**config.mk**
```make
export PLATFORM = sky130hd
export DESIGN_NAME = multicycle_ctrl_flat
export DESIGN_NICKNAME = d
export VERILOG_FILES = /design/src/rtl/multicycle_ctrl_if.sv /design/src/rtl/multicycle_ctrl.sv /design/src/flat_wrapper.sv
export SDC_FILE = /design/constraint.sdc
export NUM_CORES = 1
export LEC_CHECK = 0
export BUFFER_PORTS_ARGS = -buffer_cell sky130_fd_sc_hd__buf_2
export CAP_MARGIN = 20
export CORE_MARGIN = 5
export CORE_UTILIZATION = 53
export CTS_CLUSTER_DIAMETER = 150
export DETAILED_ROUTE_END_ITERATION = 6
export PLACE_DENSITY_LB_ADDON = 0.08
export SKIP_LAST_GASP = 1
export SYNTH_ARGS = -nofsm -noshare
export SYNTH_HDL_FRONTEND = slang
export SYNTH_SLANG_ARGS = --single-unit
export TNS_END_PERCENT = 100
```
**constraint.sdc**
```tcl
create_clock -name clk -period 4.83 [get_ports clk]
set_input_delay 0.483 -clock clk [delete_from_list [all_inputs] [get_ports clk]]
set_output_delay 0.483 -clock clk [all_outputs]
set_load 0.02 [all_outputs]
```
**src/rtl/multicycle_ctrl_if.sv**
```systemverilog
// multicycle_ctrl_if: sequencer-to-datapath strobe bundle with memory handshake
interface multicycle_ctrl_if;
    logic [6:0]  opcode;
    logic        mem_ready;
    logic        zero;
    logic        stall;
    logic        pc_write;
    logic        pc_src;
    logic        ir_write;
    logic        mem_req;
    logic        mem_we;
    logic [2:0]  alu_op;
    logic        alu_src;
    logic        reg_write;
    logic        mem_to_reg;
    logic        illegal;
    logic        timeout;
    logic [31:0] instret;
    modport master (
        input  opcode, mem_ready, zero, stall,
        output pc_write, pc_src, ir_write, mem_req, mem_we, alu_op, alu_src,
               reg_write, mem_to_reg, illegal, timeout, instret
    );
    modport slave (
        output opcode, mem_ready, zero, stall,
        input  pc_write, pc_src, ir_write, mem_req, mem_we, alu_op, alu_src,
               reg_write, mem_to_reg, illegal, timeout, instret
    );
endinterface

```
**src/rtl/multicycle_ctrl.sv**
```systemverilog
// multicycle_ctrl: RV32I multi-cycle sequencer; PERF_CNT_EN builds the retired-instruction counter
module multicycle_ctrl #(
    parameter int MEM_TIMEOUT = 16
) (
    input logic clk,
    input logic rst,
    multicycle_ctrl_if.master bus
);
    localparam logic [2:0] FETCH = 3'd0, DECODE = 3'd1, EXEC = 3'd2, MEM = 3'd3, WB = 3'd4, TRAP = 3'd5;
    localparam logic [2:0] C_NONE = 3'd0, C_BR = 3'd1, C_ST = 3'd2, C_R = 3'd3, C_LD = 3'd4, C_IMM = 3'd5, C_U = 3'd6, C_J = 3'd7;
    logic [2:0] state, state_next, cls, dec_cls;
    logic [7:0] cnt;
    logic       illegal_q, timeout_q, hold, expired, mem_req_i, post;
    assign mem_req_i = state == FETCH || state == MEM;
    assign hold      = bus.stall && (state == DECODE || state == EXEC || state == WB);
    assign expired   = mem_req_i && !bus.mem_ready && cnt == 8'(MEM_TIMEOUT - 1);
    assign post      = state == EXEC || state == MEM || state == WB;
    // opcode to instruction class; NONE marks an unsupported opcode
    always_comb begin
        dec_cls = C_NONE;
        case (bus.opcode)
            7'b1100011: dec_cls = C_BR;
            7'b0100011: dec_cls = C_ST;
            7'b0110011: dec_cls = C_R;
            7'b0000011: dec_cls = C_LD;
            7'b0001111, 7'b0010011, 7'b1100111, 7'b1110011: dec_cls = C_IMM;
            7'b0010111, 7'b0110111: dec_cls = C_U;
            7'b1101111: dec_cls = C_J;
            default: dec_cls = C_NONE;
        endcase
    end
    // next state: a memory timeout overrides everything, stall freezes the non-memory states
    always_comb begin
        state_next = state;
        if (expired)
            state_next = TRAP;
        else if (!hold)
            case (state)
                FETCH:   state_next = bus.mem_ready ? DECODE : FETCH;
                DECODE:  state_next = dec_cls == C_NONE ? TRAP : EXEC;
                EXEC:    state_next = cls == C_BR ? FETCH : (cls == C_LD || cls == C_ST) ? MEM : WB;
                MEM:     state_next = !bus.mem_ready ? MEM : cls == C_ST ? FETCH : WB;
                WB:      state_next = FETCH;
                default: state_next = state;
            endcase
    end
    // state, latched class, handshake wait counter and sticky error flags
    always_ff @(posedge clk) begin
        if (rst) begin
            state     <= FETCH;
            cls       <= C_NONE;
            cnt       <= '0;
            illegal_q <= 1'b0;
            timeout_q <= 1'b0;
        end else begin
            state <= state_next;
            if (state == DECODE)
                cls <= dec_cls;
            cnt <= (state_next != state || bus.mem_ready) ? 8'd0 : cnt + 8'(mem_req_i);
            if (state == DECODE && !hold && dec_cls == C_NONE)
                illegal_q <= 1'b1;
            if (expired)
                timeout_q <= 1'b1;
        end
    end
`ifdef PERF_CNT_EN
    logic        retire;
    logic [31:0] instret_q;
    assign retire = !expired && !hold &&
                    ((state == EXEC && cls == C_BR) ||
                     (state == MEM && cls == C_ST && bus.mem_ready) ||
                     state == WB);
    // retired-instruction count, wraps naturally
    always_ff @(posedge clk) begin
        if (rst)
            instret_q <= '0;
        else if (retire)
            instret_q <= instret_q + 32'd1;
    end
    assign bus.instret = rst ? 32'd0 : instret_q;
`else
    assign bus.instret = 32'd0;
`endif
    assign bus.mem_req    = !rst && mem_req_i;
    assign bus.mem_we     = !rst && state == MEM && cls == C_ST;
    assign bus.ir_write   = !rst && state == FETCH && bus.mem_ready;
    assign bus.pc_write   = !rst && ((state == FETCH && bus.mem_ready) ||
                            (state == EXEC && !bus.stall && (cls == C_J || (cls == C_BR && bus.zero))));
    assign bus.pc_src     = !rst && state == EXEC && (cls == C_BR || cls == C_J);
    assign bus.alu_op     = (rst || !post) ? 3'b000 : cls == C_BR ? 3'b001 : cls == C_R ? 3'b010 :
                            cls == C_IMM ? 3'b011 : cls == C_U ? 3'b100 : 3'b000;
    assign bus.alu_src    = !rst && post && (cls == C_ST || cls == C_LD || cls == C_IMM || cls == C_U);
    assign bus.reg_write  = !rst && state == WB && !bus.stall;
    assign bus.mem_to_reg = !rst && state == WB && cls == C_LD;
    assign bus.illegal    = !rst && illegal_q;
    assign bus.timeout    = !rst && timeout_q;
endmodule
```
**src/flat_wrapper.sv**
```systemverilog
// flat-port wrapper written by rule: the top's interface ports become plain ports
module multicycle_ctrl_flat 
#(
    parameter int MEM_TIMEOUT = 16
)
  (clk, rst, bus_opcode, bus_mem_ready, bus_zero, bus_stall, bus_pc_write, bus_pc_src, bus_ir_write, bus_mem_req, bus_mem_we, bus_alu_op, bus_alu_src, bus_reg_write, bus_mem_to_reg, bus_illegal, bus_timeout, bus_instret);
  multicycle_ctrl_if bus_i ();
  input logic clk;
  input logic rst;
  input wire logic [$bits(bus_i.opcode)-1:0] bus_opcode;
  input wire logic [$bits(bus_i.mem_ready)-1:0] bus_mem_ready;
  input wire logic [$bits(bus_i.zero)-1:0] bus_zero;
  input wire logic [$bits(bus_i.stall)-1:0] bus_stall;
  output wire logic [$bits(bus_i.pc_write)-1:0] bus_pc_write;
  output wire logic [$bits(bus_i.pc_src)-1:0] bus_pc_src;
  output wire logic [$bits(bus_i.ir_write)-1:0] bus_ir_write;
  output wire logic [$bits(bus_i.mem_req)-1:0] bus_mem_req;
  output wire logic [$bits(bus_i.mem_we)-1:0] bus_mem_we;
  output wire logic [$bits(bus_i.alu_op)-1:0] bus_alu_op;
  output wire logic [$bits(bus_i.alu_src)-1:0] bus_alu_src;
  output wire logic [$bits(bus_i.reg_write)-1:0] bus_reg_write;
  output wire logic [$bits(bus_i.mem_to_reg)-1:0] bus_mem_to_reg;
  output wire logic [$bits(bus_i.illegal)-1:0] bus_illegal;
  output wire logic [$bits(bus_i.timeout)-1:0] bus_timeout;
  output wire logic [$bits(bus_i.instret)-1:0] bus_instret;
  assign bus_i.opcode = bus_opcode;
  assign bus_i.mem_ready = bus_mem_ready;
  assign bus_i.zero = bus_zero;
  assign bus_i.stall = bus_stall;
  assign bus_pc_write = bus_i.pc_write;
  assign bus_pc_src = bus_i.pc_src;
  assign bus_ir_write = bus_i.ir_write;
  assign bus_mem_req = bus_i.mem_req;
  assign bus_mem_we = bus_i.mem_we;
  assign bus_alu_op = bus_i.alu_op;
  assign bus_alu_src = bus_i.alu_src;
  assign bus_reg_write = bus_i.reg_write;
  assign bus_mem_to_reg = bus_i.mem_to_reg;
  assign bus_illegal = bus_i.illegal;
  assign bus_timeout = bus_i.timeout;
  assign bus_instret = bus_i.instret;
  multicycle_ctrl #(.MEM_TIMEOUT(MEM_TIMEOUT)) u_core (.clk(clk), .rst(rst), .bus(bus_i));
endmodule
```
==> flow_summary.json, run 1 <==
{
  "run_status": "finished, final reports clean",
  "place_hpwl_um": 2660,
  "drive_gt1_share_pct": 20.37,
  "crit_path_required_time_ns": 4.35,
  "period_needed_ns": 2.161,
  "cp-start-kind": "flop",
  "max-vdd-ir-drop_uv": 254.1,
  "ys_seq_area_share_pct": 20.22,
  "floorplan.initialDensity_pct": 56.47,
  "min-delay-path-class": "reg -> reg",
  "area.sequential_um2": 320.3,
  "finish.cell_count_without_fillers": 247,
  "placed_area_um2": 1560,
  "gp_routability_congestion": 0.8482,
  "synth-main-ff-cell": "sky130_fd_sc_hd__dfxtp_1",
  "diodes_inserted": 0,
  "fin_util_pct": 56.91,
  "fin_hold_ws_ns": 0.4621,
  "layout_net_count": 231,
  "worst_path_maximum_fanout": 13,
  "cts_hold_repair.buffers": 0,
  "ctsRootBufferMaster": "sky130_fd_sc_hd__clkbuf_4",
  "cts_buffers": 3,
  "timing.critical_path.slowest_cell_delay_ns": 0.44,
  "die_h_um": 64.67,
  "clockBufferDepth": 2,
  "h-tree-depth": 1,
  "die_area_um2": 4182,
  "post-route-cell-area_um2": 1597,
  "crit_path_cell_trace": "nor2_1, nand2_1, a21oi_1, a21boi_0, buf_2",
  "tritoncts": "yes",
  "antenna_found_initial": 0,
  "ys_warns": 0,
  "vias": 1320,
  "die_width_um": 64.67,
  "criticalPathCategory": "reg -> out",
  "fillers": 281,
  "reg2reg_to": "u_core.cnt[6]",
  "pin_count": 57,
  "placement_rows": 19,
  "grt_setup_unrepaired": "false",
  "clock_sink_count": 16,
  "cp_num_cells": 5,
  "floorplan.core_area_um2": 2805,
  "worst_path_max_delay_cell": "sky130_fd_sc_hd__dfxtp_1",
  "antenna_violating_nets_left": 0,
  "detail_route.vias_per_cell": 5.344,
  "flow.area_growth_from_synthesis_pct": 0.7898,
  "ys_async_sr_fraction_pct": 0,
  "post_placement_worst_setup_slack_ns": 2.687,
  "max_clock_freq_ghz": 0.4627,
  "worst_setup_hold_path_clk_slew_ns": 0.09,
  "timing.final.crit_share_pct": 44.75,
  "drt_iter0_markers": 65,
  "p_leak_nw": 0.6412,
  "power.density_cell_area_nw_per_um2": 331.9,
  "detailed_route_drc_error_count": 0,
  "fin_ws_ns": 2.669,
  "maxSlewHeadroom_pct": 55.82,
  "latest_clock_arrival_within_the_worst_skew_pair_ns": 0.28,
  "cp_data_arrival_time_ns": 1.68,
  "totalNegativeSetupSlack_ns": 0,
  "final_max_slew_viol_count": 0,
  "cp_bufs_invs": 1,
  "syn-cell-area_um2": 1584,
  "end_of_the_critical_path": "bus_alu_src",
  "crit_path_start": "u_core.state[0]",
  "synth_cells": 198,
  "final-hold-violation-count": 0,
  "netlist_cell_types": 55,
  "post_cts_sizing_count": 0,
  "total_detailed_routing_wirelength_um": 3225,
  "clock-skew-final_ns": 0.003639,
  "critical_path.top_delay_family": "flip-flops",
  "report.final.setup_viol": 0,
  "grt_start_max_net_pins": 17,
  "dp_cells": 243,
  "cp_capture_type": "output port",
  "grt_util_all_layers_pct": 15.57,
  "crit-reg2reg-launch": "u_core.state[0]",
  "worst_r2r_path_depth": 5,
  "yosys_register_bits": 16,
  "multiInputGateArea_um2": 1062,
  "via_count_of_the_first_global_routing_pass": 1168,
  "post_cts.repair.setup_buffers": 0,
  "max_cap_viol": 0,
  "drt_pass1_iterations": 4,
  "routedWlPerCell_um": 13.06,
  "grt-ovfl-total": 0,
  "worst_slew_pin_slew_ns": 0.6524,
  "first_pass_grt_wire_length_um": 5354,
  "io_buffer_count": 24,
  "finalPower_mw": 0.5298,
  "syn_avg_cell_area_um2": 8.000,
  "number_of_flops_mapped_to_enable_cells_by_yosys": 0,
  "reg2reg_slack_ns": 2.69
}
[worst min-delay path, stage by stage, from the launching register on]
cell and delay (ns):
sky130_fd_sc_hd__dfxtp_1 0.31, sky130_fd_sc_hd__inv_1 0.06, sky130_fd_sc_hd__a21oi_1 0.06
[where the power goes]
group	leakage (nW)	internal, mW	switching, mW
clock	0.0210	0.0459	0.0417
combinational	0.490	0.0950	0.164
sequential	0.130	0.149	0.0345
[sequential cells by signal, indices dropped and copies added, names as in the netlist]
name	cells
u_core.cls	3
u_core.cnt	8
u_core.illegal_q	1
u_core.state	3
u_core.timeout_q	1
[per-layer routing]
layer	track usage, %	part of all wire, %	up-vias
met5	0	0	-
met4	2.375	0	0
met3	4.663	6.4	0
met2	24.23	46	41
met1	21.73	47	608
li1	-	-	671
[cells in the mapped netlist, drive strengths merged, types with 5 or more instances]
| cell type | number | area [um^2] |
|---|---|---|
| inv | 5 | 18.77 |
| clkbuf | 5 | 30.02 |
| nand2 | 13 | 48.80 |
| dfxtp | 16 | 320.3 |
| a21oi | 9 | 48.80 |
| xnor2 | 5 | 62.56 |
| nor3 | 12 | 60.06 |
| buf | 36 | 269.0 |
| nor3b | 5 | 37.54 |
| nand2b | 7 | 43.79 |
| nand3 | 5 | 25.02 |
| nor2 | 25 | 93.84 |
[cell type report]
type                       instances  area share (%)
inverter                           5           1.176
sequential                        16           20.06
multi-input combinational        167           66.54
clock buffer                       4           2.273
timing repair buffer              24           7.524
tap                               31           2.429
[cell usage in the layout, fill, tap and decap left out, types with 3 or more instances in the layout]
| cell type | instances |
|---|---|
| sky130_fd_sc_hd__a21oi_1 | 8 |
| sky130_fd_sc_hd__buf_2 | 24 |
| sky130_fd_sc_hd__nor3b_1 | 5 |
| sky130_fd_sc_hd__conb_1 | 32 |
| sky130_fd_sc_hd__nand3_1 | 5 |
| sky130_fd_sc_hd__nor3_1 | 12 |
| sky130_fd_sc_hd__nor2_1 | 25 |
| sky130_fd_sc_hd__nand2_1 | 13 |
| sky130_fd_sc_hd__nand2b_1 | 7 |
| sky130_fd_sc_hd__clkbuf_4 | 3 |
| sky130_fd_sc_hd__xor2_1 | 4 |
| sky130_fd_sc_hd__o21ai_0 | 3 |
| sky130_fd_sc_hd__dfxtp_1 | 16 |
| sky130_fd_sc_hd__xnor2_1 | 4 |
| sky130_fd_sc_hd__a31oi_1 | 3 |
| sky130_fd_sc_hd__inv_1 | 5 |
[how the worst min path moves through the flow]
stage                startpoint                to  cells after the start
6_report       u_core.illegal_q  u_core.illegal_q                      2
5_1_grt        u_core.timeout_q  u_core.timeout_q                      2
4_1_cts        u_core.timeout_q  u_core.timeout_q                      2
3_5_place_dp   u_core.timeout_q  u_core.timeout_q                      2
3_3_place_gp   u_core.timeout_q  u_core.timeout_q                      2
2_1_floorplan  u_core.illegal_q  u_core.illegal_q                      2
[cell families after synthesis]
family	Yosys count	share of synthesized area [%]
simple gates	88	30.49
buf+inv	46	20.06
compound gates	36	21.25
flops	16	20.22
xor+xnor	9	6.161
fa+ha+maj	2	1.580
other cells	1	0.2367
(Power assumes the default switching activity.)
==> run 2: changes to the inputs <==
ABC_AREA = 1   (was unset)
CORE_UTILIZATION = 49   (was 53)
clock period = 2.3 ns   (was 4.83 ns; I/O delays follow)
==> run 2 against run 1 <==
Sequential share of layout area increased by 1.0 points. Worst setup slack got worse by 2.4 ns. Hold slack worse by 0.18 ns. Clock power rose by 110%. First-iteration DRC count up 31%. Total power grew to 2.6 times the previous value. Die area shrank 0.69%. Utilization shrank 2.7 points. Combinational power grew to 3.1 times the previous value. Synthesized area shrank 8.3%. Clock skew is 0.0022 ns lower. Non-clock buffer count stayed put. Highest routed layer unchanged.
==> flow_summary.json, run 2 <==
{
  "period_needed_ns": 2.019,
  "power_frac_seq_pct": 30.0,
  "fillers": 292,
  "detailed_route_drc_error_count": 0,
  "grt_util_all_layers_pct": 13.86,
  "crit_path_cell_trace": "inv_2, nor3_2, inv_1, a211oi_1, a31o_2, buf_2",
  "relative_contribution_of_the_clock_network_to_total_power_pct": 13.4,
  "p_leak_nw": 0.7778,
  "final_max_slew_viol_count": 0,
  "power.density_cell_area_nw_per_um2": 921.3,
  "total_detailed_routing_wirelength_um": 2805,
  "report.final.setup_viol": 0,
  "grt-ovfl-total": 0,
  "syn-cell-area_um2": 1453,
  "ctsRootBufferMaster": "sky130_fd_sc_hd__clkbuf_4",
  "largest_register": "u_core.cnt",
  "layout.cells.most_common_list": "sky130_fd_sc_hd__nand2_1, sky130_fd_sc_hd__conb_1, sky130_fd_sc_hd__inv_1, sky130_fd_sc_hd__nor2_1, sky130_fd_sc_hd__buf_2",
  "post_placement_worst_setup_slack_ns": 0.4623,
  "netlist_top_cells_count": "sky130_fd_sc_hd__nand2_1, sky130_fd_sc_hd__buf_4, sky130_fd_sc_hd__inv_1",
  "run_status": "finished, final reports clean",
  "yosysMostFrequentCell": "sky130_fd_sc_hd__nand2_1",
  "cp_data_arrival_time_ns": 1.79,
  "routedWlPerCell_um": 10.13,
  "clock_sink_count": 16,
  "cts_hold_repair.buffers": 0,
  "h-tree-depth": 1,
  "antenna_violating_nets_left": 0,
  "pin_count": 57,
  "totalNegativeSetupSlack_ns": 0,
  "max_cap_viol": 0,
  "mostFrequentLayoutCell": "sky130_fd_sc_hd__nand2_1",
  "diodes_inserted": 0,
  "timing.critical_path.slowest_cell_delay_ns": 0.49,
  "floorplan.core_area_um2": 2805,
  "cts_buffers": 3,
  "layout_net_count": 261,
  "netlist_cell_types": 35,
  "latest_clock_arrival_within_the_worst_skew_pair_ns": 0.28,
  "via_count_of_the_first_global_routing_pass": 1089,
  "ys_seq_area_share_pct": 22.05,
  "timing.final.crit_share_pct": 87.78,
  "die_area_um2": 4153,
  "worst_path_maximum_fanout": 7,
  "crit_path_required_time_ns": 2.07,
  "first_pass_grt_wire_length_um": 4705,
  "yosys-top-cells-area": "sky130_fd_sc_hd__dfxtp_1, sky130_fd_sc_hd__buf_4, sky130_fd_sc_hd__nand2_1",
  "largest_reg_flops": 8,
  "min-delay-path-class": "in -> reg",
  "flow.area_growth_from_synthesis_pct": 4.651,
  "number_of_flops_mapped_to_enable_cells_by_yosys": 0,
  "syn_avg_cell_area_um2": 6.603,
  "p_sw_share_pct": 51.82,
  "multiInputGateArea_um2": 880.8,
  "antenna_found_initial": 0,
  "synth_cells": 220,
  "gp_routability_congestion": 0.7987,
  "cp_capture_type": "output port",
  "worst_setup_hold_path_clk_slew_ns": 0.10,
  "die_width_um": 64.45,
  "grt_start_max_net_pins": 15,
  "synth_top_area_share_pct": 22.05,
  "floorplan.initialDensity_pct": 51.78,
  "ys_async_sr_fraction_pct": 0,
  "yosys_register_bits": 16,
  "io_buffer_count": 24,
  "drive_gt1_share_pct": 21.95,
  "area.sequential_um2": 320.3,
  "synth-main-ff-cell": "sky130_fd_sc_hd__dfxtp_1",
  "netSwitchingPower_mw": 0.7258,
  "worst_path_max_delay_cell": "sky130_fd_sc_hd__dfxtp_1",
  "max_clock_freq_ghz": 0.4953,
  "post_cts_sizing_count": 0,
  "cp-start-kind": "flop",
  "place_hpwl_um": 2337,
  "drt_iter0_markers": 85,
  "post_cts.repair.setup_buffers": 0,
  "power.internal_mw": 0.6747,
  "post-synth-top-area-cell": "sky130_fd_sc_hd__dfxtp_1",
  "criticalPathCategory": "reg -> out",
  "placement_rows": 19,
  "vias": 1278,
  "detail_route.vias_per_cell": 4.614,
  "final-hold-violation-count": 0,
  "clockBufferDepth": 2,
  "clock-skew-final_ns": 0.001418,
  "drt_pass1_iterations": 6,
  "die_h_um": 64.45,
  "power.share.combinational_pct": 56.6,
  "tritoncts": "yes",
  "grt_setup_unrepaired": "false",
  "max-vdd-ir-drop_uv": 503.6,
  "fin_ws_ns": 0.2810,
  "largest_registers": "u_core.cnt x8, u_core.cls x3, u_core.state x3",
  "ys_warns": 0
}
[run 2: cell types whose count changed in the layout (fill, tap and decap cells not counted), moves of 4 or more]
cell,previous run,this run
sky130_fd_sc_hd__inv_1,5,31
sky130_fd_sc_hd__nand2_1,13,33
sky130_fd_sc_hd__nand2b_1,7,0
sky130_fd_sc_hd__nand3_1,5,16
sky130_fd_sc_hd__nor2_2,0,9
sky130_fd_sc_hd__nor3_1,12,7
sky130_fd_sc_hd__nor3b_1,5,1
[run 2: per-stage QoR]
| stage | total power [mW] | hold slack, ns | utilization (%) | std cells | cell area [um^2] |
|---|---|---|---|---|---|
| floorplan | 1.097 | 0.4181 | - | 251 | 1569 |
| global placement | 1.225 | 0.4471 | 52.90 | 273 | 1484 |
| detailed placement | 1.213 | 0.4544 | 52.90 | 273 | 1484 |
| CTS | 1.404 | 0.2803 | 54.19 | 277 | 1520 |
| global route | 1.536 | 0.2962 | 54.19 | 277 | 1520 |
| finish | 1.401 | 0.2830 | 54.19 | 277 | 1520 |
[run 2: power by group through the flow]
stage / sequential, mW / clock, mW / combinational [mW]
2_1_floorplan: 0.405 / 0 / 0.692
3_3_place_gp: 0.425 / 0 / 0.800
3_5_place_dp: 0.425 / 0 / 0.788
4_1_cts: 0.420 / 0.192 / 0.792
5_1_grt: 0.430 / 0.208 / 0.897
6_report: 0.421 / 0.188 / 0.792
[run 2: path summary, 6_finish.rpt]
check / from / to / slack, ns / cells past startpoint
max: u_core.state[1] / bus_pc_write / 0.28 / 6
min: rst / u_core.state[1] / 0.28 / 2
max reg2reg: u_core.state[1] / u_core.cnt[7] / 0.44 / 8
min reg2reg: u_core.timeout_q / u_core.timeout_q / 0.46 / 2
[run 2: kinds of logic (layout without fill, tap and decap cells)]
| family | count (synthesis) | after routing | synth area share (%) |
|---|---|---|---|
| XOR/XNOR | 6 | 6 | 3.618 |
| other | 1 | 32 | 0.2582 |
| AO/OA/AOI/OAI | 21 | 21 | 9.905 |
| adder cells (fa/ha/maj) | 2 | 2 | 1.722 |
| AND/OR/NAND/NOR | 108 | 108 | 37.12 |
| buffers and inverters | 66 | 61 | 25.32 |
| flip-flops | 16 | 16 | 22.05 |
[run 2: critical path, delay by kind of cell, from the launching register on]
kind	cells	cell delay (ns)
AO/OA/AOI/OAI	2	0.42
buffers and inverters	3	0.38
flip-flops	1	0.49
AND/OR/NAND/NOR	1	0.22
[run 2: area by class of cell]
type / count / area share [%]
well taps: 31 / 2.551
multi-input cells: 169 / 57.94
repair buffers: 24 / 7.901
flip-flops and latches: 16 / 21.07
clock buffers: 4 / 2.387
inverters: 33 / 8.148
[run 2: per-layer routing]
layer / vias to the layer above / GRT usage (%) / share of wire (%)
met5: - / 0 / 0
met4: 0 / 3.958 / 0
met3: 0 / 2.936 / 7.3
met2: 42 / 19.72 / 40
met1: 547 / 20.84 / 52
li1: 689 / - / -
==> run 3: changes to the inputs <==
CORE_UTILIZATION = 35   (was 49)
==> run 3 against run 2 <==
Clock power increased by 38%. Critical path depth unchanged. Combinational power increased by 0.6%. Clock skew increased by 0.0031 ns. Sequential power about the same. Fmax about the same. Worst setup slack improved by 0.0019 ns. Die area increased by 33%. Non-clock buffer count unchanged. Critical endpoint unchanged. Largest power group unchanged. Utilization decreased by 15 points.
==> flow_summary.json, run 3 (synthesized netlist as in run 2, its figures left out) <==
{
  "detailed_route_drc_error_count": 0,
  "met2_usage_pct": 17.46,
  "floorplan.core_area_um2": 4000,
  "cts_hold_repair.buffers": 0,
  "power.density_cell_area_nw_per_um2": 945.2,
  "totalNegativeSetupSlack_ns": 0,
  "io_buffer_count": 24,
  "antenna_found_initial": 0,
  "grt_util_met1_pct": 16.36,
  "crit_path_start": "u_core.state[1]",
  "cts_buffers": 3,
  "layout_net_count": 261,
  "criticalPathCategory": "reg -> out",
  "final_max_slew_viol_count": 0,
  "clockBufferDepth": 2,
  "cp_num_cells": 6,
  "grt-ovfl-total": 0,
  "drt_iter0_markers": 85,
  "timing.critical_path.slowest_cell_delay_ns": 0.49,
  "largest_register": "u_core.cnt",
  "post-route-cell-area_um2": 1563,
  "latest_clock_arrival_within_the_worst_skew_pair_ns": 0.25,
  "flow.area_growth_from_synthesis_pct": 7.580,
  "critical_path.top_delay_family": "flip-flops",
  "die_width_um": 74.43,
  "worst_r2r_path_depth": 8,
  "first_pass_grt_wire_length_um": 4968,
  "vias": 1312,
  "layout.cells.most_common_list": "sky130_fd_sc_hd__nand2_1, sky130_fd_sc_hd__conb_1, sky130_fd_sc_hd__inv_1, sky130_fd_sc_hd__nor2_1, sky130_fd_sc_hd__buf_2",
  "detail_route.vias_per_cell": 4.432,
  "grt_setup_unrepaired": "false",
  "grt_util_all_layers_pct": 11.48,
  "diodes_inserted": 0,
  "max_clock_freq_ghz": 0.4958,
  "report.final.setup_viol": 0,
  "gp_routability_congestion": 0.8344,
  "cp_bufs_invs": 3,
  "clock-skew-final_ns": 0.004483,
  "die_h_um": 74.43,
  "crit_path_required_time_ns": 2.07,
  "floorplan.initialDensity_pct": 36.32,
  "grt_start_max_net_pins": 15,
  "final-hold-violation-count": 0,
  "largest_registers": "u_core.cnt x8, u_core.cls x3, u_core.state x3",
  "hold-path-cell-count": 2,
  "timing.final.crit_share_pct": 87.70,
  "worst_path_maximum_fanout": 7,
  "p_leak_nw": 0.7856,
  "crit_path_cell_trace": "inv_2, nor3_2, inv_1, a211oi_1, a31o_2, buf_2",
  "period_needed_ns": 2.017,
  "tritoncts": "yes",
  "clock_sink_count": 16,
  "post_cts_sizing_count": 0,
  "min-delay-path-class": "in -> reg",
  "routedWlPerCell_um": 10.56,
  "drt_pass1_iterations": 4,
  "cp_data_arrival_time_ns": 1.79,
  "fillers": 438,
  "run_status": "finished, final reports clean",
  "post_cts.repair.setup_buffers": 0,
  "via_count_of_the_first_global_routing_pass": 1114,
  "crit-reg2reg-launch": "u_core.state[1]",
  "ctsRootBufferMaster": "sky130_fd_sc_hd__clkbuf_8",
  "min_from": "rst",
  "grt_busiest_layer": "met2",
  "placement_rows": 23,
  "max-vdd-ir-drop_uv": 430.1,
  "die_area_um2": 5539,
  "drive_gt1_share_pct": 21.95,
  "grtUsageMet3_pct": 2.162,
  "antenna_violating_nets_left": 0,
  "cp-start-kind": "flop",
  "worst_path_max_delay_cell": "sky130_fd_sc_hd__dfxtp_1",
  "placed_area_um2": 1508,
  "max_cap_viol": 0,
  "cp_capture_type": "output port",
  "pin_count": 57,
  "worst_setup_hold_path_clk_slew_ns": 0.07,
  "total_detailed_routing_wirelength_um": 3126,
  "mostFrequentLayoutCell": "sky130_fd_sc_hd__nand2_1",
  "largest_reg_flops": 8,
  "place_hpwl_um": 2577,
  "h-tree-depth": 1
}
run 3: worst reg2reg max path: stages (launching register included):
cell                      delay, ns
sky130_fd_sc_hd__dfxtp_1       0.49
sky130_fd_sc_hd__nand3_2       0.19
sky130_fd_sc_hd__nand2_2       0.13
sky130_fd_sc_hd__ha_1          0.18
sky130_fd_sc_hd__nand3_1       0.12
sky130_fd_sc_hd__nor3b_1       0.31
sky130_fd_sc_hd__nand3_1       0.14
sky130_fd_sc_hd__xor2_1        0.17
sky130_fd_sc_hd__nor2_2        0.05
run 3: per-layer routing:
metal  part of all wire, %  vias to the layer above
met4                   1.2                        0
met1                    48                      575
met5                     0                        -
li1                      -                      690
met3                   7.6                        4
met2                    44                       43
run 3: path summary, 6_finish.rpt:
| path | to | slack [ns] |
|---|---|---|
| worst max-delay path | bus_pc_write | 0.28 |
| worst min-delay path | u_core.state[1] | 0.33 |
| worst max register to register | u_core.cnt[7] | 0.42 |
| worst min register to register | u_core.timeout_q | 0.46 |
run 3: final cells by class:
class                      instances  area [um^2]  area share [%]
clock buffer                       4        55.05           3.523
inverter                          33        123.9           7.926
multi-input combinational        169        880.8           56.37
sequential                        16        320.3           20.50
tap                               50        62.56           4.003
timing repair buffer              24        120.1           7.686
run 3: power breakdown:
part	switching (mW)	internal [mW]
logic	0.552	0.245
registers	0.0864	0.335
clock network	0.107	0.152
total	0.745	0.732
run 3: through the flow:
step | setup slack, ns | utilization [%] | power, mW | hold WS [ns] | std cells
4_1_cts | 0.2815 | 39.07 | 1.490 | 0.3211 | 296
3_3_place_gp | 0.3772 | 37.69 | 1.239 | 0.4510 | 292
5_1_grt | 0.1380 | 39.07 | 1.616 | 0.3500 | 296
3_5_place_dp | 0.4437 | 37.69 | 1.222 | 0.4512 | 292
6_report | 0.2829 | 39.07 | 1.477 | 0.3284 | 296
2_1_floorplan | 0.3803 | - | 1.097 | 0.4181 | 251
